==> config.mk <==
export PLATFORM = sky130hd
export DESIGN_NAME = pad_counter_ctrl
export DESIGN_NICKNAME = d
export VERILOG_FILES = /design/src/rtl/pad_counter_ctrl.sv
export SDC_FILE = /design/constraint.sdc
export NUM_CORES = 1
export LEC_CHECK = 0
export BUFFER_PORTS_ARGS = -buffer_cell sky130_fd_sc_hd__buf_4
export CELL_PAD_IN_SITES_DETAIL_PLACEMENT = 1
export CELL_PAD_IN_SITES_GLOBAL_PLACEMENT = 1
export CORE_ASPECT_RATIO = 1.4
export CORE_MARGIN = 1
export CORE_UTILIZATION = 30
export CTS_CLUSTER_DIAMETER = 100
export DETAILED_ROUTE_END_ITERATION = 8
export PLACE_DENSITY_LB_ADDON = 0.15
export SLEW_MARGIN = 30
export SYNTH_ARGS = -nofsm -noshare
export SYNTH_HDL_FRONTEND = slang
export SYNTH_SLANG_ARGS = --single-unit
==> constraint.sdc <==
create_clock -name clk -period 2.11 [get_ports clk]
set_clock_uncertainty 0.1 [all_clocks]
set_input_delay 0.422 -clock clk [delete_from_list [all_inputs] [get_ports clk]]
set_output_delay 0.422 -clock clk [all_outputs]
set_load 0.005 [all_outputs]
==> src/rtl/pad_counter_ctrl.sv <==
// Command-driven prescaled event counter controller for the chip_core pad counter.
// One-shot runs stop at the limit and pulse done; auto-reload runs return to zero and pulse wrap.
module pad_counter_ctrl #(
    parameter int unsigned WIDTH      = 8,
    parameter int unsigned PRESCALE_W = 4
) (
    input  logic                  clk,
    input  logic                  rst_n,
    input  logic                  cmd_valid,
    output logic                  cmd_ready,
    input  logic [1:0]            cmd_op,
    input  logic [WIDTH-1:0]      cmd_data,
    input  logic [PRESCALE_W-1:0] prescale,
    input  logic                  auto_reload,
    output logic [WIDTH-1:0]      count_out,
    output logic                  running,
    output logic                  done,
    output logic                  wrap
);

    typedef enum logic [1:0] {
        ST_IDLE = 2'b00,
        ST_RUN  = 2'b01,
        ST_DONE = 2'b10
    } state_e;

    localparam logic [1:0] OP_START = 2'b00;
    localparam logic [1:0] OP_STOP  = 2'b01;
    localparam logic [1:0] OP_LOAD  = 2'b10;
    localparam logic [1:0] OP_CLEAR = 2'b11;

    state_e                state_q, state_d;
    logic [WIDTH-1:0]      count_q, count_d;
    logic [WIDTH-1:0]      limit_q, limit_d;
    logic [PRESCALE_W-1:0] presc_q, presc_d;
    logic                  wrap_q,  wrap_d;

    logic                  accept;
    logic                  tick;
    logic [WIDTH-1:0]      count_inc;

    assign cmd_ready = (state_q != ST_DONE);
    assign accept    = cmd_valid && cmd_ready;
    assign tick      = (state_q == ST_RUN) && (presc_q == prescale);
    assign count_inc = count_q + WIDTH'(1);

    // Next-state: commands first, then prescaler/count only when no STOP or CLEAR preempts the tick
    always_comb begin
        state_d = state_q;
        count_d = count_q;
        limit_d = limit_q;
        presc_d = presc_q;
        wrap_d  = 1'b0;

        if (accept && (cmd_op == OP_LOAD)) begin
            limit_d = cmd_data;
        end

        case (state_q)
            ST_IDLE: begin
                if (accept && (cmd_op == OP_START)) begin
                    state_d = ST_RUN;
                    presc_d = '0;
                end else if (accept && (cmd_op == OP_CLEAR)) begin
                    count_d = '0;
                    presc_d = '0;
                end
            end
            ST_RUN: begin
                if (accept && (cmd_op == OP_STOP)) begin
                    state_d = ST_IDLE;
                end else if (accept && (cmd_op == OP_CLEAR)) begin
                    count_d = '0;
                    presc_d = '0;
                end else if (tick) begin
                    presc_d = '0;
                    if (count_inc != limit_q) begin
                        count_d = count_inc;
                    end else if (auto_reload) begin
                        count_d = '0;
                        wrap_d  = 1'b1;
                    end else begin
                        count_d = limit_q;
                        state_d = ST_DONE;
                    end
                end else begin
                    presc_d = presc_q + PRESCALE_W'(1);
                end
            end
            ST_DONE: begin
                state_d = ST_IDLE;
            end
            default: begin
                state_d = ST_IDLE;
            end
        endcase
    end

    always_ff @(posedge clk) begin
        if (!rst_n) begin
            state_q <= ST_IDLE;
            count_q <= '0;
            limit_q <= '1;
            presc_q <= '0;
            wrap_q  <= 1'b0;
        end else begin
            state_q <= state_d;
            count_q <= count_d;
            limit_q <= limit_d;
            presc_q <= presc_d;
            wrap_q  <= wrap_d;
        end
    end

    assign count_out = count_q;
    assign running   = (state_q == ST_RUN);
    assign done      = (state_q == ST_DONE);
    assign wrap      = wrap_q;

endmodule
== Word-level counts from Yosys, hierarchy flattened ==
Cells that the tools add are included.
Widths: inputs -> output; s select.

* Flip-flop bits (word level): 23
* Bits in latches: 0
* RAM bits: 0
* Memory bits (read-only): 0
* Bits of input ports: 18
* Output and inout bits: 12
* Memories kept: 0

* $add $sub $neg: 2
* Multipliers: 0
* Divide/modulo/power cells: 0
* Magnitude comparators: 0
* Equal/unequal tests: 18
* Shift operators: 0
* Mux-type cells: 22
* Bitwise logic cells: 3
* Reduce and logical (&&, ||, !) cells: 13

{| class="wikitable"
|+ Operators by type and width
! operator !! number
|-
| $mux 8 || 7
|-
| $mux 4 || 5
|-
| $pmux 8 s2 || 1
|-
| $mux 2 || 6
|-
| $ne 2x2->1 const B || 5
|-
| $reduce_and 5->1 || 2
|-
| $add 8x1->8 const B || 1
|-
| $ne 8x8->1 || 1
|-
| $pmux 4 s2 || 1
|-
| $eq 2x2->1 const B || 3
|-
| $logic_and 1x1->1 || 6
|-
| $ne 3x1->1 const B || 2
|-
| $ne 3x2->1 const B || 2
|-
| $ne 3x3->1 const B || 2
|-
| $reduce_or 6->1 || 1
|-
| $add 4x1->4 const B || 1
|-
| $eq 2x1->1 const B || 2
|-
| $eq 4x4->1 || 1
|-
| $logic_not 2->1 || 2
|-
| $pmux 2 s2 || 1
|-
| $not 1->1 || 3
|-
| $reduce_and 3->1 || 1
|-
| $reduce_bool 2->1 || 1
|-
| $mux 1 || 1
|}

== Depth between registers and ports, before layout ==
Gate-level depths: netlist (run 1).

* Depth after elaboration: 7
* Gate-level depth with buffers: 8
* Gate-level depth less buffers: 7

== Least setup slack after synthesis (run 1) ==
Ideal clock, no wire load.

* Kind: flip-flop to flip-flop
* Start: register count_q[0], in the netlist count_out[0]
* End: register count_q[4], in the netlist count_out[4]
* Setup time: 62 ps
* Data arrival time: 2043 ps
* Path slack: -95 ps
* Stages on the path, launching flop included: 8
* Buffers on the path: 0
* Cells stage by stage: dfxtp_1 ha_1 nand3_1 o41a_1 a211oi_2 nand3_1 or4b_1 nand3_1

* Cells in the longest elaborated chain, start to end: 7

{| class="wikitable"
|+ RTL lines
! what !! RTL line !! text
|-
| start: declaration || 33 || <nowiki>logic [WIDTH-1:0] count_q, count_d;</nowiki>
|-
| start signal: assignment || 108 || <nowiki>count_q <= count_d;</nowiki>
|-
| $add 8x1->8 * || 45 || <nowiki>assign count_inc = count_q + WIDTH'(1);</nowiki>
|-
| $ne 8x8->1 || 77 || <nowiki>if (count_inc != limit_q) begin</nowiki>
|-
| $mux 8 * || 77 ||
|-
| $mux 8 * || 75 || <nowiki>end else if (tick) begin</nowiki>
|-
| $mux 8 * || 72 || <nowiki>end else if (accept && (cmd_op == OP_CLEAR)) begin</nowiki>
|-
| $mux 8 * || 70 || <nowiki>if (accept && (cmd_op == OP_STOP)) begin</nowiki>
|-
| $pmux 8 s2 * || 59 || <nowiki>case (state_q)</nowiki>
|}

Every way passes the cells marked *; elsewhere a longest branch is shown, timed or not. The select of a mux whose other input is x is not followed.
A chain may end at the register's enable or synchronous reset.

== Worst setup path after layout (run 1) ==
Same ends and word-level chain as after synthesis.

==> results.sh, run 1 <==
export IMPL_status="finished, violations left"
export IMPL_violations="setup timing"
export IMPL_worstMarginPinSlew_ns=0.508
export IMPL_p_int_mw=0.626
export IMPL_wl_um=4740
export IMPL_synth_top_family_by_area="simple AND/OR/NAND/NOR gates"
export IMPL_critPathLaunch="count_out[0]"
export IMPL_fin_util=0.447
export IMPL_synthTopCellsByArea="dfxtp_1 33%, mux2i_1 9.3%, xnor2_1 8.8%, nand2_1 6.4%, nor2b_1 3.1%"
export IMPL_r2r_end="count_out[4]"
export IMPL_r2r_slack_ns=-0.05
export IMPL_power_frac_comb=0.128
export IMPL_synthTopCellsByCount="24 x nand2_1, 23 x dfxtp_1, 14 x xnor2_1, 13 x mux2i_1, 11 x nor2_1"
export IMPL_die_x_um=59.7
export IMPL_yosysMostFrequentCell="nand2_1"
export IMPL_ant_nets=0
export IMPL_dp_hpwl_um=3430
export IMPL_synth_mux_area_frac=0.0931
export IMPL_start_util=0.311
export IMPL_nets=240
export IMPL_p_sw_frac=0.256
export IMPL_place_congestion=0.841
export IMPL_n_antenna_cell=0
export IMPL_cts_buffers=3
export IMPL_dp_cells=272
export IMPL_finalCritPeriodShare=1.02
export IMPL_whs_ns=0.256
export IMPL_synthFlopType="dfxtp_1"
export IMPL_layout_drive_gt1_share=0.365
export IMPL_p_leak_nw=0.876
export IMPL_cp_max_fo=4
export IMPL_r2r_cells=7
export IMPL_max_stage_delay_ns=0.50
export IMPL_rsz0062_at_grt="yes"
export IMPL_critPathArrivalTime_ns=2.28
export IMPL_cts_tree="built"
export IMPL_grt_first_pass_wirelength_um=7030
export IMPL_setup_viol=5
export IMPL_worstHoldStart="cmd_data[3]"
export IMPL_cp_start_kind="register"
export IMPL_die_h_um=82.8
export IMPL_synth_top_area_cell="dfxtp_1"
export IMPL_die_area_sq_um=4940
export IMPL_synth_edf_count=0
export IMPL_fin_crit_ns=2.16
export IMPL_crit_path_frequent_cell="nand3_2"
export IMPL_max_freq_ghz=0.464
export IMPL_clock_power_share=0.340
export IMPL_drc_errors=0
export IMPL_detail_route_wl_per_cell_um=16.9
export IMPL_antenna_found_initial=0
export IMPL_core_area_sq_um=4500
export IMPL_fillers=568
export IMPL_hp_class="in2reg"
export IMPL_final_max_slew_viol_count=0
export IMPL_synth_compound_area_frac=0.167
export IMPL_drt_iter0_drc=31
export IMPL_crit_required_ns=2.23
export IMPL_holdPathStages=3
export IMPL_root_buffer="clkbuf_8"
export IMPL_grt_pass1_vias=1509
export IMPL_overflow=0
export IMPL_slowest_stage="or4b_4"
export IMPL_relSlewSlack=0.660
export IMPL_critPathKind="reg2reg"
export IMPL_synthAdderAreaFrac=0.0179
export IMPL_ys_ff_latch=23
export IMPL_synth_top_cell_area_share=0.329
export IMPL_ir_worst_vdd_uv=182
export IMPL_synthXorXnorAreaFrac=0.107
export IMPL_power_frac_seq=0.532
export IMPL_min_to="limit_q[3]"
export IMPL_syn_area_per_cell_sq_um=8.27
export IMPL_synth_fp_nets=189
export IMPL_async_flop_share=0
export IMPL_final_hold_viol_count=0
export IMPL_timing_rr_start="count_out[0]"
export IMPL_cts_clk_slew_worst_paths_ns=0.09
export IMPL_synth_simple_gate_area_frac=0.250
export IMPL_yosysWarningCount=0
export IMPL_rows=29
export IMPL_cp_end_kind="register"
export IMPL_vias_per_cell=5.13
export IMPL_netlist_cell_type_count=41
export IMPL_clock_sinks=23
export IMPL_syn2layout_area_growth_pct=43.8
export IMPL_gr_usage_all_layers=0.195
export IMPL_grt_max_degree=19
export IMPL_syn_inst=169
export IMPL_vias=1442
export IMPL_dr_pass1_iters=4
export IMPL_clk_latency_ns=0.27
export IMPL_worst_slack_ns=-0.0462
export IMPL_ys_seq_area_frac=0.329
export IMPL_io_buffers=29
export IMPL_final_cells=281
export IMPL_maxCapViolCount=0
export IMPL_cp_cell_sequence="ha_4 -> a31oi_1 -> a2111oi_4 -> a211oi_2 -> nand3_2 -> or4b_4 -> nand3_2"
export IMPL_clockBufferDepth=2
export IMPL_switchingPower_mw=0.215
export IMPL_pin_count=30
export IMPL_p_per_area_nw_per_um2=419
export IMPL_ctsHtreeMaxLevel=1
export IMPL_netlist_area_sq_um=1400
## sequential cells by signal, summed over array words and instances (netlist names)
signal,count
count_out,8
presc_q,4
wrap,1
limit_q,8
state_q,2
## kinds of logic (layout without fill, tap and decap cells)
family	Yosys count	in the layout
compound gates	33	33
xor+xnor	17	17
fa+ha+maj	2	2
buf+inv	11	61
flops	23	23
mux	13	13
simple gates	70	70
## cells in the final DEF (no fill, tap or decap), drive strengths merged, types with 2 or more instances in the layout
master / Yosys / final
xor2: 3 / 3
nor3: 4 / 4
a21boi: 4 / 4
a21oi: 5 / 5
xnor2: 14 / 14
nand2: 24 / 24
and4: 2 / 2
nor2: 11 / 11
mux2i: 13 / 13
clkbuf: 2 / 3
and2: 3 / 3
nand2b: 2 / 2
a31oi: 2 / 2
and3: 3 / 3
nand3: 8 / 8
o21ai: 7 / 7
inv: 6 / 6
ha: 2 / 2
nor2b: 7 / 7
dfxtp: 23 / 23
nand4: 2 / 2
buf: 3 / 51
o211ai: 3 / 3
## layer usage
metal | part of all wire | vias up | GRT usage
met5 | 0 | - | 0
met4 | 0.011 | 0 | 0.0860
met3 | 0.018 | 5 | 0.0202
met2 | 0.60 | 25 | 0.391
met1 | 0.37 | 715 | 0.193
li1 | - | 697 | -
## critical path: cells and delay by family (launching register included)
| kind | cells | cell delay, ns |
|---|---|---|
| flops | 1 | 0.37 |
| fa+ha+maj | 1 | 0.17 |
| compound gates | 3 | 0.76 |
| simple gates | 3 | 0.70 |
## worst max path at each step
stage                         endpoint  slack (ns)  cells after the start
final                     count_out[4]       -0.05                      7
after global routing      count_out[4]       -0.14                      7
after CTS                 count_out[4]       -0.01                      8
after detailed placement  count_out[2]       -0.12                      8
after global placement    count_out[2]       -0.05                      8
after floorplan           count_out[4]        0.02                      7
## timing repair
item	CTS	global route
pin swaps	5	10
setup buffers	2	3
hold endpoints to repair	0	0
setup endpoints to repair	7	7
gates resized for setup	11	18
hold buffers	0	0
## power groups by stage
stage	logic, mW	registers, mW	clock network [mW]
after floorplan	0.0529	0.457	0
after global placement	0.100	0.459	0
after detailed placement	0.104	0.459	0
after CTS	0.106	0.449	0.296
after global routing	0.118	0.449	0.315
final	0.108	0.448	0.286
## cell type report
type / instances / area, sq um / share of cell area
Inverter: 6 / 22.5 / 0.0112
Sequential cell: 23 / 468 / 0.233
Tap cell: 62 / 77.6 / 0.0386
Timing Repair Buffer: 51 / 387 / 0.192
Multi-Input combinational cell: 135 / 1010 / 0.502
Clock inverter: 1 / 5.00 / 0.00249
Clock buffer: 3 / 41.3 / 0.0205
## through the flow
stage          setup WS [ns]  instance area (sq um)  TNS [ns]  total power [mW]
2_1_floorplan         0.0203                   1410         0             0.510
3_3_place_gp         -0.0491                   1810   -0.0788             0.559
3_5_place_dp          -0.116                   1810    -0.380             0.563
4_1_cts              -0.0136                   1900   -0.0232             0.850
5_1_grt               -0.137                   2010    -0.821             0.883
6_report             -0.0462                   2010    -0.133             0.841
(Power assumes the default switching activity.)
==> run 2, diff against run 1 <==
--- a/config.mk
+++ b/config.mk
@@ -14,6 +14,7 @@
 export CTS_CLUSTER_DIAMETER = 100
 export DETAILED_ROUTE_END_ITERATION = 8
 export PLACE_DENSITY_LB_ADDON = 0.15
+export REMOVE_ABC_BUFFERS = 1
 export SLEW_MARGIN = 30
 export SYNTH_ARGS = -nofsm -noshare
 export SYNTH_HDL_FRONTEND = slang
==> run 2 against run 1 <==
Net effect:
- utilization down 2.4 points
- count of clock-buffer cells in the layout unchanged
- register-to-register slack worse by 0.02 ns
- combinational power down 4%
- critical endpoint unchanged
- flip-flop and latch count unchanged
- largest power group unchanged
- the flow still finishes with violations (setup timing)
==> results.sh, run 2 (synthesized netlist as in run 1, its figures left out) <==
export IMPL_clock_sinks=23
export IMPL_die_h_um=82.8
export IMPL_crit_required_ns=2.23
export IMPL_clk_latency_ns=0.28
export IMPL_hp_class="in2reg"
export IMPL_worstMarginPinSlew_ns=0.533
export IMPL_cp_max_fo=4
export IMPL_max_stage_delay_ns=0.49
export IMPL_wl_um=4350
export IMPL_dr_pass1_iters=3
export IMPL_die_area_sq_um=4940
export IMPL_setup_viol=3
export IMPL_cp_end_kind="register"
export IMPL_rsz0062_at_grt="yes"
export IMPL_finalCritPeriodShare=1.03
export IMPL_detail_route_wl_per_cell_um=15.9
export IMPL_pin_count=30
export IMPL_slowest_stage="or4b_1"
export IMPL_final_hold_viol_count=0
export IMPL_max_freq_ghz=0.459
export IMPL_overflow=0
export IMPL_cp_start_kind="register"
export IMPL_place_congestion=0.840
export IMPL_final_max_slew_viol_count=0
export IMPL_cts_hold_buf=0
export IMPL_grt_first_pass_wirelength_um=6710
export IMPL_start_util=0.311
export IMPL_io_buffers=29
export IMPL_power_mw=0.844
export IMPL_syn2layout_area_growth_pct=35.9
export IMPL_vias_per_cell=5.17
export IMPL_cts_clk_slew_worst_paths_ns=0.09
export IMPL_vias=1417
export IMPL_relSlewSlack=0.644
export IMPL_ir_worst_vdd_uv=301
export IMPL_gr_usage_all_layers=0.187
export IMPL_n_antenna_cell=0
export IMPL_rows=29
export IMPL_final_cell_mix="43 x buf_4, 24 x nand2_1, 20 x dfxtp_1"
export IMPL_root_buffer="clkbuf_8"
export IMPL_dp_hpwl_um=3380
export IMPL_grt_pass1_vias=1478
export IMPL_cts_tree="built"
export IMPL_die_x_um=59.7
export IMPL_status="finished, violations left"
export IMPL_violations="setup timing"
export IMPL_fin_crit_ns=2.18
export IMPL_antenna_found_initial=0
export IMPL_fin_util=0.422
export IMPL_drc_errors=0
export IMPL_ant_nets=0
export IMPL_p_per_area_nw_per_um2=444
export IMPL_drt_iter0_drc=20
export IMPL_clockBufferDepth=2
export IMPL_critPathArrivalTime_ns=2.30
export IMPL_cp_cell_sequence="ha_4 -> nand3_4 -> o41a_1 -> a211oi_2 -> nand3_2 -> or4b_1 -> nand3_1"
export IMPL_critPathKind="reg2reg"
export IMPL_nets=233
export IMPL_ctsHtreeMaxLevel=1
export IMPL_grt_max_degree=19
export IMPL_cts_buffers=3
export IMPL_layout_commonest_cell="buf_4"
export IMPL_p_leak_nw=0.837
export IMPL_worst_slack_ns=-0.0703
export IMPL_core_area_sq_um=4500
export IMPL_layout_drive_gt1_share=0.297
export IMPL_maxCapViolCount=0
run 2: metal layers:
layer  wire length, um  vias up  global-route usage
met5                 0        -                   0
met4               157        0               0.107
met3               125       13              0.0327
met2              2450       32               0.366
met1              1610      685               0.176
li1                  -      687                   -
run 2: repair_timing:
action                                  CTS  global route
endpoints found under the setup margin    7             8
pin swaps                                 4             3
buffers inserted                          0             1
gates resized for setup                  10             7
run 2: area by class of cell:
type / count / area, sq um
clock buffer: 3 / 41.3
clock inverter: 1 / 5.00
fill: 586 / 2600
inverter: 6 / 22.5
multi-input combinational: 135 / 955
sequential: 23 / 464
tap: 62 / 77.6
timing repair buffer: 44 / 334
run 2: through the flow:
step           hold slack [ns]  setup slack, ns  instance area (sq um)  TNS [ns]  instances
2_1_floorplan            0.355           -0.389                   1370     -1.18        164
3_3_place_gp             0.392          -0.0126                   1770   -0.0126        269
3_5_place_dp             0.394          -0.0957                   1770    -0.420        269
4_1_cts                  0.245          -0.0113                   1860   -0.0113        273
5_1_grt                  0.245           -0.219                   1900    -0.960        274
6_report                 0.249          -0.0703                   1900    -0.140        274
run 2: report_power, final:
part	total [mW]	internal (mW)	switching, mW
registers	0.449	0.441	0.00803
logic	0.104	0.0519	0.0517
clock network	0.291	0.133	0.158
run 2: worst paths after layout:
path	from	end	slack (ns)	depth (start not counted)
worst max-delay path	count_out[0]	count_out[4]	-0.07	7
worst min-delay path	cmd_data[1]	limit_q[1]	0.25	3
worst max register to register	count_out[0]	count_out[4]	-0.07	7
worst min register to register	state_q[0]	state_q[0]	0.41	1
run 2: worst max-delay path, delay by kind of cell, from the launching register on:
kind	cells	cell delay, ns
flip-flops	1	0.36
AO/OA/AOI/OAI	2	0.71
adder cells (fa/ha/maj)	1	0.16
AND/OR/NAND/NOR	4	0.79
